### src/rtl/fluid_pkg.sv
// Shared types and arithmetic for the fluid mixing pipeline.
package fluid_pkg;

    localparam int CNT_W      = 16;
    localparam int CONC_MAX_W = 16;

    typedef logic [CONC_MAX_W-1:0] conc_t;

    // Rounded (half-up) average, widened by one bit so a+b+1 never overflows.
    function automatic conc_t mix_avg(input conc_t a, input conc_t b);
        return conc_t'((({1'b0, a} + {1'b0, b}) + (CONC_MAX_W + 1)'(1)) >> 1);
    endfunction

endpackage

### src/rtl/fluid_delay_line.sv
// One inlet's serpentine: a MAX_DELAY-deep (valid, conc) shift register with a programmable tap.
module fluid_delay_line #(
    parameter int CONC_W    = 8,
    parameter int MAX_DELAY = 16,
    parameter int DLY_W     = $clog2(MAX_DELAY + 1)
) (
    input  logic              clk,
    input  logic              rst,
    input  logic              clr,
    input  logic [DLY_W-1:0]  dly,
    input  logic              in_valid,
    input  logic [CONC_W-1:0] in_conc,
    output logic              tap_valid,
    output logic [CONC_W-1:0] tap_conc,
    output logic              any_valid
);

    logic [MAX_DELAY-1:0] stage_v;
    logic [CONC_W-1:0]    stage_c [MAX_DELAY];

    always_ff @(posedge clk) begin
        if (rst || clr) begin
            stage_v <= '0;
            for (int i = 0; i < MAX_DELAY; i++) stage_c[i] <= '0;
        end else begin
            stage_v[0] <= in_valid;
            stage_c[0] <= in_valid ? in_conc : '0;
            for (int i = 1; i < MAX_DELAY; i++) begin
                stage_v[i] <= stage_v[i-1];
                stage_c[i] <= stage_c[i-1];
            end
        end
    end

    // A delay of zero bypasses the register chain entirely.
    always_comb begin
        tap_valid = in_valid;
        tap_conc  = in_conc;
        for (int i = 0; i < MAX_DELAY; i++) begin
            if (dly == DLY_W'(i + 1)) begin
                tap_valid = stage_v[i];
                tap_conc  = stage_c[i];
            end
        end
    end

    assign any_valid = |stage_v;

endmodule

### src/rtl/fluid_mix_pipeline.sv
// Serpentine delays feeding a registered chain of two-input diffusion mixers.
module fluid_mix_pipeline
    import fluid_pkg::*;
#(
    parameter int N_CH        = 3,
    parameter int CONC_W      = 8,
    parameter int MAX_DELAY   = 16,
    parameter int DEFAULT_DLY = 1,
    parameter int DLY_W       = $clog2(MAX_DELAY + 1)
) (
    input  logic                     clk,
    input  logic                     rst,
    input  logic                     cfg_we,
    input  logic [$clog2(N_CH)-1:0]  cfg_ch,
    input  logic [DLY_W-1:0]         cfg_dly,
    output logic                     cfg_err,
    input  logic                     flush,
    input  logic [N_CH-1:0]          in_valid,
    input  logic [N_CH*CONC_W-1:0]   in_conc,
    output logic                     out_valid,
    output logic [CONC_W-1:0]        out_conc,
    output logic                     busy,
    output logic [CNT_W-1:0]         out_count
);

    localparam int NS = N_CH - 1;

    logic [DLY_W-1:0]  dly [N_CH];
    logic [N_CH-1:0]   tap_v;
    logic [CONC_W-1:0] tap_c [N_CH];
    logic [N_CH-1:0]   line_busy;
    logic [NS-1:0]     stage_vs;
    logic              cfg_bad;

    for (genvar ch = 0; ch < N_CH; ch++) begin : line
        fluid_delay_line #(
            .CONC_W    (CONC_W),
            .MAX_DELAY (MAX_DELAY),
            .DLY_W     (DLY_W)
        ) u_line (
            .clk       (clk),
            .rst       (rst),
            .clr       (flush),
            .dly       (dly[ch]),
            .in_valid  (in_valid[ch]),
            .in_conc   (in_conc[ch*CONC_W +: CONC_W]),
            .tap_valid (tap_v[ch]),
            .tap_conc  (tap_c[ch]),
            .any_valid (line_busy[ch])
        );
    end

    // Stage 0 merges ch0 and ch1; stage s merges stage s-1 with ch s+1.
    for (genvar s = 0; s < NS; s++) begin : mix
        logic              a_v, b_v, m_v, stage_v;
        logic [CONC_W-1:0] a_c, b_c, m_c, stage_c;

        if (s == 0) begin : g_head
            assign a_v = tap_v[0];
            assign a_c = tap_c[0];
        end else begin : g_chain
            assign a_v = mix[s-1].stage_v;
            assign a_c = mix[s-1].stage_c;
        end
        assign b_v = tap_v[s+1];
        assign b_c = tap_c[s+1];
        assign m_v = a_v | b_v;

        always_comb begin
            m_c = '0;
            if (a_v && b_v)
                m_c = CONC_W'(mix_avg(conc_t'(a_c), conc_t'(b_c)));
            else if (a_v)
                m_c = a_c;
            else if (b_v)
                m_c = b_c;
        end

        always_ff @(posedge clk) begin
            if (rst || flush) begin
                stage_v <= 1'b0;
                stage_c <= '0;
            end else begin
                stage_v <= m_v;
                stage_c <= m_c;
            end
        end

        assign stage_vs[s] = stage_v;
    end

    assign out_valid = mix[NS-1].stage_v;
    assign out_conc  = mix[NS-1].stage_c;
    assign busy      = (|line_busy) | (|stage_vs) | (|in_valid);

    // A plug entering this cycle makes busy high, so a simultaneous write is refused.
    assign cfg_bad = busy || (int'(cfg_ch) >= N_CH) || (int'(cfg_dly) > MAX_DELAY);

    always_ff @(posedge clk) begin
        if (rst) begin
            for (int i = 0; i < N_CH; i++) dly[i] <= DLY_W'(DEFAULT_DLY);
            cfg_err   <= 1'b0;
            out_count <= '0;
        end else begin
            cfg_err <= 1'b0;
            // Flush outranks configuration: a write during flush is dropped silently.
            if (cfg_we && !flush) begin
                if (cfg_bad)
                    cfg_err <= 1'b1;
                else
                    dly[cfg_ch] <= cfg_dly;
            end
            if (out_valid && (out_count != '1))
                out_count <= out_count + 1'b1;
        end
    end

endmodule

### config.mk
export PLATFORM = sky130hd
export DESIGN_NAME = fluid_mix_pipeline
export DESIGN_NICKNAME = d
export VERILOG_FILES = /design/src/rtl/fluid_pkg.sv /design/src/rtl/fluid_delay_line.sv /design/src/rtl/fluid_mix_pipeline.sv
export SDC_FILE = /design/constraint.sdc
export NUM_CORES = 1
export LEC_CHECK = 0
export CAP_MARGIN = 20
export CORE_ASPECT_RATIO = 1.5
export CORE_MARGIN = 2
export CORE_UTILIZATION = 45
export DETAILED_ROUTE_END_ITERATION = 8
export GPL_ROUTABILITY_DRIVEN = 0
export MAX_ROUTING_LAYER = met4
export SLEW_MARGIN = 20
export SYNTH_ARGS = -nofsm -noshare
export SYNTH_HDL_FRONTEND = slang
export SYNTH_SLANG_ARGS = --single-unit
### constraint.sdc
create_clock -name clk -period 9.58 [get_ports clk]
set_input_delay 1.916 -clock clk [delete_from_list [all_inputs] [get_ports clk]]
set_output_delay 1.916 -clock clk [all_outputs]
set_load 0.005 [all_outputs]
# [Word-level counts from Yosys, hierarchy flattened]
# Memory sizes are Yosys's and may differ from the RTL's.
# Cells that the tools add are included.
[op_classes] n_reduce_logical=13 order_cmp=2 bitwise=53 eq_ne=49 muxes=166 addsub=5
[op_table] cell="8-bit 2-to-1 mux" n=105
[op_table] cell="5-bit by 4-bit == test with 1-bit output, second input constant" n=24
[op_table] cell="5-bit by 3-bit == test with 1-bit output, second input constant" n=12
[op_table] cell="1-bit 2-to-1 mux" n=59
[op_table] cell="1-bit OR" n=52
[op_table] cell="48-bit OR reduction" n=1
[op_table] cell="5-bit by 2-bit == test with 1-bit output, second input constant" n=6
[op_table] cell="8-bit by 8-bit adder with 9-bit output" n=2
[op_table] cell="9-bit by 1-bit adder with 9-bit output, second input constant" n=2
[op_table] cell="16-bit by 1-bit adder with 16-bit output, second input constant" n=1
[op_table] cell="16-bit inequality test, second input constant" n=1
[op_table] cell="5-bit by 1-bit == test with 1-bit output, second input constant" n=3
[op_table] cell="5-bit == test, second input constant" n=3
[op_table] cell="5-bit greater-than comparator, second input constant" n=1
[op_table] cell="5-bit 2-to-1 mux" n=1
[op_table] cell="5-bit OR reduction" n=1
[op_table] cell="1-bit logical AND" n=4
[op_table] cell="2-bit OR reduction" n=2
[op_table] cell="1-bit logical OR" n=3
[op_table] cell="3-bit OR reduction" n=1
[op_table] cell="2-bit greater-or-equal comparator, second input constant" n=1
[op_table] cell="2-bit 2-to-1 mux" n=1
[op_table] cell="1-bit logical NOT" n=1
[op_table] cell="1-bit NOT" n=1
[word_totals] ram_bits=399 regBits=83 n_memories=4 inputBits=38 out_inout_bits=27
[mem_list] name="line[0].u_line.stage_c" words=16 word_bits=8 rd=16 rd_clocked_by_memory_dff=0 write_ports=16 line="fluid_delay_line.sv:19" rtl="logic [CONC_W-1:0] stage_c [MAX_DELAY];"
[mem_list] name="line[1].u_line.stage_c" words=16 word_bits=8 rd=16 rd_clocked_by_memory_dff=0 write_ports=16 line="fluid_delay_line.sv:19"
[mem_list] name="line[2].u_line.stage_c" words=16 word_bits=8 rd=16 rd_clocked_by_memory_dff=0 write_ports=16 line="fluid_delay_line.sv:19"
[mem_list] name="dly" words=3 word_bits=5 rd=3 rd_clocked_by_memory_dff=0 write_ports=3 line="fluid_mix_pipeline.sv:28" rtl="logic [DLY_W-1:0] dly [N_CH];"

# [Longest topological paths before layout]
[logic_depth] word_depth=20 depth_mapped=21 depth_no_buf=19

# [Cells and area by module]
# From an unflattened synthesis, not the netlist that was laid out.
[unflattened] hier_cells=2145 hier_area_um2=19871.6
[by_module_without_submodules] module="fluid_delay_line" n_inst=3 area_each_um2=5662.9 cells_per_inst=609
[by_module_without_submodules] module="fluid_mix_pipeline" n_inst=1 area_each_um2=2882.8 cells_per_inst=318

# [Least setup slack after synthesis]
# No wires, ideal clock.
[synth_path] path_type="input-to-output" from="input in_valid[0]" to="output busy" path_slack_ns=4.473 cell_stages=4 arrival_time_ns=3.191 path_cell_list="or4_1 -> nor4_2 -> nand3_1 -> or4_4"
[synth_via] elab_chain_cells=2
[synth_lines] item="start: declaration" line="fluid_mix_pipeline.sv:18" rtl="input logic [N_CH-1:0] in_valid,"
[synth_lines] item="3-bit OR reduction" line="fluid_mix_pipeline.sv:94" rtl="assign busy = (|line_busy) | (|stage_vs) | (|in_valid);"
[synth_lines] item="1-bit OR" line="fluid_mix_pipeline.sv:94"
[synth_lines] item="end: declaration" line="fluid_mix_pipeline.sv:22" rtl="output logic busy,"
# Every way passes these cells.

# [Final worst setup path]
# Ends and elaborated chain as after synthesis.

==> flow_metrics.env <==
export IMPL_htreeDepth=2
export IMPL_crit_type="input port to primary output"
export IMPL_drive_gt1_share_pct=6.40
export IMPL_syn_avg_cell_area_um2=9.39
export IMPL_ys_seq_area_share_pct=51.1
export IMPL_cp_cell_sequence="clkdlybuf4s50_1, or4_1, nor4_2, nand3_1, or4_4, clkdlybuf4s50_1"
export IMPL_ctsHoldBuffers=0
export IMPL_numCtsBuffers=47
export IMPL_cts_setup_buffers=0
export IMPL_finalSetupViolCount=0
export IMPL_die_h_um=257
export IMPL_crit_arrival_ns=4.55
export IMPL_min_path_type="flip-flop to flip-flop"
export IMPL_syn_inst=2044
export IMPL_min_from="line[1].u_line.stage_c[0][16]"
export IMPL_ys_top_cells_by_area="dfxtp_1 (49%), and2_1 (13%), nor2_1 (2.9%), nand2_1 (2.4%), edfxtp_1 (2.3%)"
export IMPL_insertion_delay_ns=0.57
export IMPL_tns_ns=0
export IMPL_drt_first_iter_violations=1123
export IMPL_fin_crit_ns=6.47
export IMPL_rsz0062_at_grt="false"
export IMPL_max_freq_mhz=155
export IMPL_synth_top_area_share_pct=48.7
export IMPL_cts_tree="built"
export IMPL_critPathSlowestCell="or4_4"
export IMPL_area_delta_synth_final_pct=13.9
export IMPL_antennaDiodeCount=0
export IMPL_cts_resized=0
export IMPL_initial_utilization_pct=45.7
export IMPL_min_period_over_period_pct=67.5
export IMPL_muxShareOfSynthArea_pct=1.25
export IMPL_crit_path_end_kind="primary output"
export IMPL_status="complete, no violations"
export IMPL_max_stage_delay_ns=0.60
export IMPL_startpoint="in_valid[0]"
export IMPL_cts_root_buf="clkbuf_16"
export IMPL_finalPower_mw=4.27
export IMPL_reg2reg_from="dly[2][4]"
export IMPL_yosys_area_top_type="dfxtp_1"
export IMPL_slew_headroom_pct=12.9
export IMPL_synth_adder_area_share_pct=1.19
export IMPL_wire_per_inst_um=19.9
export IMPL_clk_pin_slew_worst_paths_ns=0.07
export IMPL_synth_xor_xnor_area_share_pct=0.821
export IMPL_yosysWarnings=0
export IMPL_clk_path_buf_depth=3
export IMPL_drt_pre_antenna_iters=6
export IMPL_vdd_drop_max_mv=0.134
export IMPL_grt_pass1_vias=15000
export IMPL_skew_ns=0.0134
export IMPL_synth_common_cells="dfxtp_1 (467), and2_1 (414), nor2_1 (146)"
export IMPL_core_um2=42000
export IMPL_io_buffers=64
export IMPL_synth_edf_count=15
export IMPL_antenna_found_initial=0
export IMPL_synthArstFlopShare_pct=0
export IMPL_cp_start_kind="input port"
export IMPL_p_per_area_nw_per_um2=195
export IMPL_synth_area_um2=19200
export IMPL_rrSetupSlack_ns=4.35
export IMPL_antenna_left=0
export IMPL_synth_seq_cells=482
export IMPL_hold_viol=0
export IMPL_grt_max_degree=320
export IMPL_die_x_um=173
export IMPL_synth_ff_type="dfxtp_1"
export IMPL_track_usage_pct=24.3
export IMPL_vias=14900
export IMPL_synth_nets=2099
export IMPL_path_max_fanout=11
export IMPL_synth_top_family_by_area="simple AND/OR/NAND/NOR gates"
export IMPL_worst_pin_slew_ns=1.31
export IMPL_yosysMostFrequentCell="dfxtp_1"
export IMPL_fillers=3899
export IMPL_routed_wirelength_um=52800
export IMPL_grt_remaining_overflow=0
export IMPL_crit_top_cell="clkdlybuf4s50_1"
export IMPL_viasPerCell=5.62
export IMPL_cellLeakagePower_nw=8.63
export IMPL_slew_viol_final=0
export IMPL_nets=2111
export IMPL_hpwlAfterDp_um=36700
export IMPL_numClockSinks=482
export IMPL_grt_pass1_wl_um=84200
export IMPL_maxCapViolations=0
export IMPL_die_area_um2=44400
export IMPL_rows=92
export IMPL_drc=0
export IMPL_synth_compound_area_share_pct=15.2
export IMPL_synth_cell_types=83
export IMPL_yosys_area_share_simple_pct=27.8
export IMPL_pin_count=65
export IMPL_cp_required_ns=7.66
[worst max-delay path, delay by kind of cell]
family        cells  cell delay, ns
simple gates      4            1.59
buf+inv           2            1.04
[report_power, final]
part | leakage, nW | switching, mW | total [mW] | internal (mW)
clock network | 0.807 | 0.803 | 1.97 | 1.17
logic | 3.92 | 0.155 | 0.255 | 0.0994
registers | 3.91 | 0.0180 | 2.04 | 2.02
[state kept, by name (all words and copies together), names as in the netlist]
register             flops
cfg_err                  1
line.u_line.stage_v     48
mix.stage_v              1
line.u_line.stage_c    384
mix.stage_c              8
out_count               16
out_valid                1
out_conc                 8
dly                     15
[cell type report]
class                   count  area, µm²  area share [%]
inverters                  20       75.1           0.343
repair buffers             75        736            3.36
multi-input cells        1430       8890            40.7
well taps                 564        706            3.23
clock buffers              59       1320            6.05
clock inverters            28        337            1.54
flip-flops and latches    482       9800            44.8
[layout by cell type (no fill, tap or decap), types with 9 or more instances in the layout]
| cell | instances |
|---|---|
| dfxtp_1 | 467 |
| mux2i_1 | 16 |
| o22ai_1 | 54 |
| a222oi_1 | 10 |
| nor3_1 | 43 |
| a221oi_1 | 15 |
| o221ai_1 | 12 |
| o211ai_1 | 18 |
| and3_1 | 40 |
| nand2b_1 | 22 |
| nor2_1 | 145 |
| clkdlybuf4s50_1 | 64 |
| a31oi_1 | 14 |
| and2_1 | 414 |
| a221o_1 | 10 |
| nand3b_1 | 10 |
| xor2_1 | 9 |
| edfxtp_1 | 15 |
| buf_4 | 10 |
| o21a_1 | 9 |
| nor2b_1 | 23 |
| nand4_1 | 10 |
| nor4_1 | 18 |
| a211o_1 | 13 |
| a21oi_1 | 77 |
| xnor2_1 | 9 |
| clkinv_2 | 13 |
| a211oi_1 | 17 |
| o21ai_0 | 53 |
| inv_1 | 20 |
| clkbuf_16 | 49 |
| or3_1 | 10 |
| a22oi_1 | 26 |
| o22a_1 | 12 |
| nand2_1 | 122 |
| nand3_1 | 46 |
| ha_1 | 15 |
[final timing paths]
| path | end | depth (start not counted) |
|---|---|---|
| min | line[1].u_line.stage_c[0][24] | 2 |
| max | busy | 6 |
| max reg2reg | out_conc[7] | 19 |
| min reg2reg | line[1].u_line.stage_c[0][24] | 2 |
[metrics by stage]
stage | worst slack [ns] | std cells | cell area, µm² | hold slack (ns) | util (%)
floorplan | 4.47 | 2044 | 19200 | 0.410 | -
global placement | 3.08 | 2571 | 20200 | 0.425 | 48.1
detailed placement | 3.09 | 2571 | 20200 | 0.432 | 48.1
CTS | 3.08 | 2658 | 21900 | 0.442 | 52.0
global route | 2.98 | 2658 | 21900 | 0.459 | 52.0
finish | 3.11 | 2658 | 21900 | 0.437 | 52.0
[routing by layer]
layer / part of all wire (%) / GRT usage (%) / routed length, µm
met4: 3.9 / 9.71 / 2050
met1: 42 / 28.7 / 22300
met5: 0 / - / 0
met3: 3.5 / 2.81 / 1880
met2: 50 / 42.2 / 26600
[cell families after synthesis]
logic type / Yosys count
multiplexers: 23
adder cells (fa/ha/maj): 17
buffers and inverters: 132
AND/OR/NAND/NOR: 957
AO/OA/AOI/OAI: 415
XOR/XNOR: 18
flip-flops: 482
Note: power is estimated with default switching activity, not from simulation.
